### config.mk
export PLATFORM = sky130hd
export DESIGN_NAME = li_imm_encoder_flat
export DESIGN_NICKNAME = d
export VERILOG_FILES = /design/src/rtl/li_imm_encoder_if.sv /design/src/rtl/li_imm_encoder.sv /design/src/flat_wrapper.sv
export SDC_FILE = /design/constraint.sdc
export NUM_CORES = 1
export LEC_CHECK = 0
export ABC_AREA = 1
export CORE_ASPECT_RATIO = 0.75
export CORE_MARGIN = 5
export CORE_UTILIZATION = 35
export CTS_CLUSTER_DIAMETER = 80
export DETAILED_ROUTE_END_ITERATION = 7
export PLACE_DENSITY = 0.62
export SYNTH_ARGS = -nofsm -noshare
export SYNTH_HDL_FRONTEND = slang
export SYNTH_SLANG_ARGS = --single-unit
### constraint.sdc
create_clock -name clk -period 2.1 [get_ports clk]
set_input_delay 0.21 -clock clk [delete_from_list [all_inputs] [get_ports clk]]
set_output_delay 0.21 -clock clk [all_outputs]
set_load 0.05 [all_outputs]
### src/rtl/li_imm_encoder_if.sv
// li_imm_encoder_if: request handshake and instruction-stream handshake bundle.
interface li_imm_encoder_if #(parameter int CNT_W = 16);
    logic             in_valid;
    logic             in_ready;
    logic [31:0]      in_value;
    logic [4:0]       in_rt;
    logic             out_valid;
    logic             out_ready;
    logic [31:0]      out_instr;
    logic [1:0]       out_eop;
    logic             out_last;
    logic [CNT_W-1:0] out_count;
    modport master (
        output in_valid, in_value, in_rt, out_ready,
        input  in_ready, out_valid, out_instr, out_eop, out_last, out_count
    );
    modport slave (
        input  in_valid, in_value, in_rt, out_ready,
        output in_ready, out_valid, out_instr, out_eop, out_last, out_count
    );
endinterface

### src/rtl/li_imm_encoder.sv
// li_imm_encoder: turns "li rt, value" into the shortest addiu/ori/lui(+ori) sequence,
// one registered instruction per output handshake.
module li_imm_encoder #(
    parameter int CNT_W        = 16,
    parameter bit SKIP_ZERO_RT = 1'b1
) (
    input logic              clk,
    input logic              reset,
    li_imm_encoder_if.slave  bus
);
    typedef enum logic [1:0] {IDLE, EMIT_A, EMIT_B} state_t;
    localparam logic [5:0] OP_ADDIU = 6'b001001;
    localparam logic [5:0] OP_ORI   = 6'b001101;
    localparam logic [5:0] OP_LUI   = 6'b001111;
    localparam logic [1:0] EOP_SEXT = 2'b00;
    localparam logic [1:0] EOP_ZEXT = 2'b01;
    localparam logic [1:0] EOP_LUI  = 2'b10;
    state_t           state_q, state_d;
    logic [31:0]      instr_q, instr_d;
    logic [1:0]       eop_q, eop_d;
    logic             last_q, last_d;
    logic [4:0]       rt_q, rt_d;
    logic [15:0]      lo_q, lo_d;
    logic [CNT_W-1:0] count_q, count_d;
    logic [15:0]      hi, lo;
    logic             is_sext, is_zext, is_lui, accept, skip, fire;
    assign hi      = bus.in_value[31:16];
    assign lo      = bus.in_value[15:0];
    assign is_sext = hi == {16{lo[15]}};
    assign is_zext = hi == '0;
    assign is_lui  = lo == '0;
    assign accept  = state_q == IDLE && bus.in_valid;
    assign skip    = SKIP_ZERO_RT && bus.in_rt == '0;
    assign fire    = state_q != IDLE && bus.out_ready;
    // last_q doubles as the class tag: only the lui+ori split leaves EMIT_A with last_q==0
    always_comb begin
        state_d = state_q;
        instr_d = instr_q;
        eop_d   = eop_q;
        last_d  = last_q;
        rt_d    = rt_q;
        lo_d    = lo_q;
        count_d = count_q + CNT_W'(fire);
        case (state_q)
            IDLE: if (accept && !skip) begin
                state_d = EMIT_A;
                rt_d    = bus.in_rt;
                lo_d    = lo;
                instr_d = is_sext ? {OP_ADDIU, 5'd0, bus.in_rt, lo} :
                          is_zext ? {OP_ORI, 5'd0, bus.in_rt, lo} :
                                    {OP_LUI, 5'd0, bus.in_rt, hi};
                eop_d   = is_sext ? EOP_SEXT : is_zext ? EOP_ZEXT : EOP_LUI;
                last_d  = is_sext || is_zext || is_lui;
            end
            EMIT_A: if (fire) begin
                state_d = last_q ? IDLE : EMIT_B;
                instr_d = last_q ? instr_q : {OP_ORI, rt_q, rt_q, lo_q};
                eop_d   = last_q ? eop_q : EOP_ZEXT;
                last_d  = 1'b1;
            end
            EMIT_B: if (fire) state_d = IDLE;
            default: state_d = IDLE;
        endcase
    end
    always_ff @(posedge clk) begin
        if (!reset) begin
            state_q <= IDLE;
            instr_q <= '0;
            eop_q   <= '0;
            last_q  <= 1'b0;
            rt_q    <= '0;
            lo_q    <= '0;
            count_q <= '0;
        end else begin
            state_q <= state_d;
            instr_q <= instr_d;
            eop_q   <= eop_d;
            last_q  <= last_d;
            rt_q    <= rt_d;
            lo_q    <= lo_d;
            count_q <= count_d;
        end
    end
    assign bus.in_ready  = state_q == IDLE;
    assign bus.out_valid = state_q != IDLE;
    assign bus.out_instr = instr_q;
    assign bus.out_eop   = eop_q;
    assign bus.out_last  = last_q;
    assign bus.out_count = count_q;
endmodule

### src/flat_wrapper.sv
// flat-port wrapper written by rule: the top's interface ports become plain ports
module li_imm_encoder_flat 
#(
    parameter int CNT_W        = 16,
    parameter bit SKIP_ZERO_RT = 1'b1
)
  (clk, reset, bus_in_valid, bus_in_value, bus_in_rt, bus_out_ready, bus_in_ready, bus_out_valid, bus_out_instr, bus_out_eop, bus_out_last, bus_out_count);
  li_imm_encoder_if #(.CNT_W(CNT_W)) bus_i ();
  input logic clk;
  input logic reset;
  input wire logic [$bits(bus_i.in_valid)-1:0] bus_in_valid;
  input wire logic [$bits(bus_i.in_value)-1:0] bus_in_value;
  input wire logic [$bits(bus_i.in_rt)-1:0] bus_in_rt;
  input wire logic [$bits(bus_i.out_ready)-1:0] bus_out_ready;
  output wire logic [$bits(bus_i.in_ready)-1:0] bus_in_ready;
  output wire logic [$bits(bus_i.out_valid)-1:0] bus_out_valid;
  output wire logic [$bits(bus_i.out_instr)-1:0] bus_out_instr;
  output wire logic [$bits(bus_i.out_eop)-1:0] bus_out_eop;
  output wire logic [$bits(bus_i.out_last)-1:0] bus_out_last;
  output wire logic [$bits(bus_i.out_count)-1:0] bus_out_count;
  assign bus_i.in_valid = bus_in_valid;
  assign bus_i.in_value = bus_in_value;
  assign bus_i.in_rt = bus_in_rt;
  assign bus_i.out_ready = bus_out_ready;
  assign bus_in_ready = bus_i.in_ready;
  assign bus_out_valid = bus_i.out_valid;
  assign bus_out_instr = bus_i.out_instr;
  assign bus_out_eop = bus_i.out_eop;
  assign bus_out_last = bus_i.out_last;
  assign bus_out_count = bus_i.out_count;
  li_imm_encoder #(.CNT_W(CNT_W), .SKIP_ZERO_RT(SKIP_ZERO_RT)) u_core (.clk(clk), .reset(reset), .bus(bus_i));
endmodule
Word-level counts from Yosys, hierarchy flattened
Cells that the tools add are included.
{"block": "word_totals", "ff_bits": 74, "in_bits": 41, "output_inout_bits": 53, "word_cells": 51}
{"block": "classes", "addsub": 1, "eq_ne": 7, "muxes": 20, "reduce_logical": 16}
{"operator": "$mux 32", "n": 4}
{"operator": "$pmux 32 s2", "n": 1}
{"operator": "$logic_not 16->1", "n": 2}
{"operator": "$mux 28", "n": 1}
{"operator": "$mux 2", "n": 9}
{"operator": "$add 16x1->16", "n": 1}
{"operator": "$eq 16x16->1", "n": 1}
{"operator": "$ne 2x1->1 const B", "n": 3}
{"operator": "$pmux 2 s3", "n": 1}
{"operator": "$reduce_and 3->1", "n": 2}
{"operator": "$logic_not 5->1", "n": 1}
{"operator": "$pmux 2 s2", "n": 1}
{"operator": "$reduce_and 4->1", "n": 1}
{"operator": "$reduce_bool 2->1", "n": 2}
{"operator": "$logic_and 1x1->1", "n": 3}
{"operator": "$eq 2x1->1 const B", "n": 1}
{"operator": "$eq 2x2->1 const B", "n": 1}
{"operator": "$logic_not 2->1", "n": 1}
{"operator": "$logic_or 1x1->1", "n": 2}
{"operator": "$mux 1", "n": 2}
{"operator": "$ne 2x2->1 const B", "n": 1}
{"operator": "$pmux 1 s2", "n": 1}
{"operator": "$reduce_and 2->1", "n": 1}
{"operator": "$logic_not 1->1", "n": 1}

Longest topological paths before layout
Gate-level depths: netlist of the first run.
{"block": "depth", "ltp_word": 5, "depth_mapped": 12, "ltp_nobuf": 12}

Worst setup path after synthesis of the first run
Ideal clock, no wire load.
{"block": "synth_path", "kind": "register -> register", "startpoint": "reg u_core.state_q[1]", "endpoint": "reg u_core.count_q[12], in the netlist u_core.bus.out_count[12]", "setup_ps": 117, "arrival_ps": 2330, "required_ps": 1983, "setup_slack_ps": -347, "path_stages_with_launch": 13, "path_buffers": 0, "synth_period_minus_slack_ps": 2447, "cell_sequence": "dfxtp_1 -> inv_2 -> nand2_2 -> inv_1 -> nor2_1 -> ha_1 -> nand2_1 -> nor2_1 -> nand2_1 -> nor2_1 -> nand2_1 -> o21ai_0 -> nor2_1"}
{"block": "synth_between", "elab_chain_cells": 3}
{"item": "start: declaration", "line": "li_imm_encoder.sv:18", "source": "state_t state_q, state_d;"}
{"item": "start signal: assignment", "line": "li_imm_encoder.sv:75", "source": "state_q <= state_d;"}
{"item": "$reduce_bool 2->1"}
{"item": "net bus_out_valid", "line": "flat_wrapper.sv:16", "source": "output wire logic [$bits(bus_i.out_valid)-1:0] bus_out_valid;"}
{"item": "$logic_and 1x1->1", "line": "li_imm_encoder.sv:34", "source": "assign fire = state_q != IDLE && bus.out_ready;"}
{"item": "$add 16x1->16", "line": "li_imm_encoder.sv:43", "source": "count_d = count_q + CNT_W'(fire);"}
{"item": "end signal: assignment", "line": "li_imm_encoder.sv:81", "source": "count_q <= count_d;"}
{"item": "end: declaration", "line": "li_imm_encoder.sv:24", "source": "logic [CNT_W-1:0] count_q, count_d;"}
The timed path passes the listed nets, and every way through them passes these cells.
A chain may end at the register's enable or synchronous reset.

Worst setup path after layout of the first run
{"block": "layout_path", "startpoint": "reg u_core.state_q[1]", "endpoint": "reg u_core.count_q[14], in the netlist u_core.bus.out_count[14]"}
{"block": "layout_between", "elab_chain_cells": 3}
{"item": "$reduce_bool 2->1", "line": "li_imm_encoder.sv:34"}
{"item": "$logic_and 1x1->1", "line": "li_imm_encoder.sv:34"}
{"item": "$add 16x1->16", "line": "li_imm_encoder.sv:43"}
No other way between the ends.

==> results of run 1 <==
[worst reg2reg max path, stage by stage (launching register included)]
cell and delay (ns):
dfxtp_2 0.36, inv_2 0.09, nand2_8 0.09, clkinvlp_4 0.11
nor2_2 0.14, ha_1 0.18, nand2_2 0.09, nor2_4 0.13
and3_4 0.21, nand2_1 0.06, or2_2 0.27, a21oi_1 0.11
[path summary, 6_finish.rpt]
path / from / end / depth (start not counted)
setup / recovery: u_core.state_q[1] / u_core.bus.out_count[14] / 11
hold / removal: u_core.bus.out_instr[20] / u_core.bus.out_instr[20] / 2
setup reg to reg: u_core.state_q[1] / u_core.bus.out_count[14] / 11
hold reg to reg: u_core.bus.out_instr[20] / u_core.bus.out_instr[20] / 2
[through the flow]
stage,hold slack (ns),worst slack (ns),cells,util [%]
2_1_floorplan,0.357,-0.0182,499,-
3_3_place_gp,0.451,0.117,702,48.4
3_5_place_dp,0.456,0.0637,702,48.4
4_1_cts,0.466,0.141,717,51.6
5_1_grt,0.487,0.0128,717,51.6
6_report,0.469,0.194,717,51.6
[synthesized netlist by cell type]
library cell	instances
dfxtp_1	70
buf_2	8
o21ai_1	2
ha_1	2
nand2_4	2
o21ai_0	32
nand3_1	18
buf_4	4
nor2_4	1
and3_1	1
conb_1	1
nor2_1	42
a31oi_1	2
nor3_1	5
buf_6	1
o21a_1	2
inv_2	3
nor4_1	2
a21oi_1	88
nand4_1	6
nand2_1	119
clkbuf_1	13
inv_1	66
or2_2	2
nand3_4	1
xnor2_1	3
nand2_2	2
[layout make-up]
type	count	area (sq um)
fillers	957	4430
multi-input cells	334	1600
flip-flops and latches	70	1400
repair buffers	101	1010
inverters	69	263
clock buffers	11	243
well taps	128	160
clock inverters	4	47.5
[repair_timing]
action / CTS / global route
resized for setup: 0 / 1
hold endpoints to repair: 0 / 0
setup endpoints to repair: 0 / 2
[power groups by stage]
stage	clock network (mW)	logic (mW)	registers, mW
after floorplan	0	0.460	1.81
after global placement	0	1.10	1.54
after detailed placement	0	1.10	1.54
after CTS	1.52	1.11	1.52
after global routing	1.58	1.20	1.53
final	1.49	1.10	1.52
[cells by family (layout without fill, tap and decap cells)]
group	after synthesis	after routing	share of synthesized area, %
DFF	70	70	42.0
adders and majority gates	2	2	0.750
and+or+nand+nor	201	201	25.5
AOI/OAI and AO/OA	126	126	19.1
buffers and inverters	95	185	11.7
other	1	2	0.112
xor gates and xnor gates	3	3	0.788
[layer usage]
metal	track usage, %	wire [microns]
met5	0	0
met4	5.31	90
met3	5.09	550
met2	25.8	4120
met1	22.3	4500
[sequential cells by signal (all words and copies together) (netlist names)]
register,flops
u_core.rt_q,5
u_core.bus.out_last,1
u_core.bus.out_count,16
u_core.state_q,2
u_core.bus.out_eop,1
u_core.lo_q,16
u_core.bus.out_instr,29
==> key figures, run 1 <==
Clock network
  – Hold buffers post-CTS: 0
  – Worst-Skew Late Latency: 0.33 ns
  – CTS tree: built
  – Bufs on Longest Clock Path: 2
  – CTS H-tree lvls: 3
  – Root Driver: clkbuf_16
  – Clock sink count: 70
  – Cts bufs inserted: 9
  – Setup Fix Bufs, Post-CTS: 0
  – Clk slew on worst S/H paths: 0.05 ns

Floorplan
  – Initial Utilization: 36.4%
  – Core Region: 9160 sq um
  – Die Y: around 95 microns
  – Die width: 123 microns
  – Num rows: 30
  – Total die area: ~12000 sq um
  – # IOs: 94

Setup path
  – Worst EP arrival: 2.16 ns
  – R2r setup slk: 0.19 ns
  – Critical Path Slowest Stage Cell: dfxtp_2
  – Max incr delay on CP: about 0.36 ns
  – CP startpoint kind: register
  – Critical Path RT: 2.36 ns
  – Type of the worst setup path: register to register
  – Critical Path Fanout Max: 4
  – CP bufs+invs: 2
  – CP cell instances: inv_2 > nand2_8 > clkinvlp_4 > nor2_2 > ha_1 > nand2_2 > nor2_4 > and3_4 > nand2_1 > or2_2 > a21oi_1
  – Critical path's top delay family: simple AND/OR/NAND/NOR gates
  – CP Capture Type: register

Synthesis
  – Post-Syn Area per Cell: 6.70 sq um
  – Top-area cell type share of the netlist area: 42.0%
  – Sequential area share after synthesis: 42.0%
  – Synth unique cells: 27
  – Synth top area cells: dfxtp_1 (42%), nand2_1 (13%), a21oi_1 (13%)
  – Area leader, netlist: dfxtp_1
  – Ys Warns: 0
  – Post-Synthesis Cells: approximately 500
  – Mapped Area: approximately 3300 sq um
  – Number of synthesized register bits: 70

Cells and area
  – NumNets Final: 628
  – Antenna cells: 0
  – Most frequent cells in the layout: nand2_1 (118), clkdlybuf4s50_1 (90), a21oi_1 (88), dfxtp_1 (69), inv_1 (65)
  – Most common cell after layout, fill and taps aside: nand2_1
  – Post-Layout Inst Area: about 4700 sq um
  – Layout cells sized above 1: under 10%
  – Area grow syn2layout: 41.7%

STA
  – Min cycle time layout: about 1.9 ns
  – Slew Viols, Final: 0
  – Normalized max-slew margin: 54.2%
  – Worst-Margin Slew: 0.686 ns
  – Layout Skew: 0.00676 ns
  – Final Hold Viols: 0
  – Final setup violation count: 0
  – Tcrit/Tclk final: 90.8%
  – Fmax: 525 MHz
  – Setup TNS: 0 ns
  – RSZ-0062 raised after global routing: no

Placed design
  – Port bufs: 91
  – Cell Area, Placed: 4430 sq um
  – Gp weighted congestion: roughly 0.8
  – Final HPWL DP: 6910 microns

Power and ir drop
  – Lkg Pwr: 1.98 nW
  – Sequential share of power: 37.0%
  – Comb power frac: 26.8%
  – Total chip power: 4.10 mW
  – Int Pwr: 2.78 mW
  – Switching Fraction: 32.3%
  – Peak VDD IR: 0.000398 V
  – PD cells: ~870 nW/um^2
  – P_sw: 1.33 mW
  – Clock share of power: 36.3%

Routing
  – Vias per inst: 4.66
  – Iteration-0 DRC Markers: 198
  – DRT Pass-1 Iters: 4
  – Via count: between 3000 and 4000
  – Drt total wl: 9260 microns
  – Antenna viol nets, final: 0
  – DRC viols: 0
  – Routed wire per std cell: around 13 microns

GRT
  – GR Util All Layers: 16.7%
  – Initial antenna violation count: 0
  – Vias in the first global route: 3187
  – Grt total ovfl: 0
  – First-pass GRT wire length: 15400 microns
  – Largest net degree at the start of global routing: 35

Status
  – Outcome: finished, final reports clean

Worst hold path
  – HP Class: register to register

Run
  – Max_cap viols: 0
Note: power is estimated with default switching activity, not from simulation.
==> run 2: changes to the inputs <==
--- a/config.mk
+++ b/config.mk
@@ -9,7 +9,7 @@
 export CORE_ASPECT_RATIO = 0.75
 export CORE_MARGIN = 5
 export CORE_UTILIZATION = 35
-export CTS_CLUSTER_DIAMETER = 80
+export CTS_CLUSTER_DIAMETER = 30
 export DETAILED_ROUTE_END_ITERATION = 7
 export PLACE_DENSITY = 0.62
 export SYNTH_ARGS = -nofsm -noshare
==> results of run 2 <==
Same layout as run 1: the final DEF is identical, and so are final timing and power.
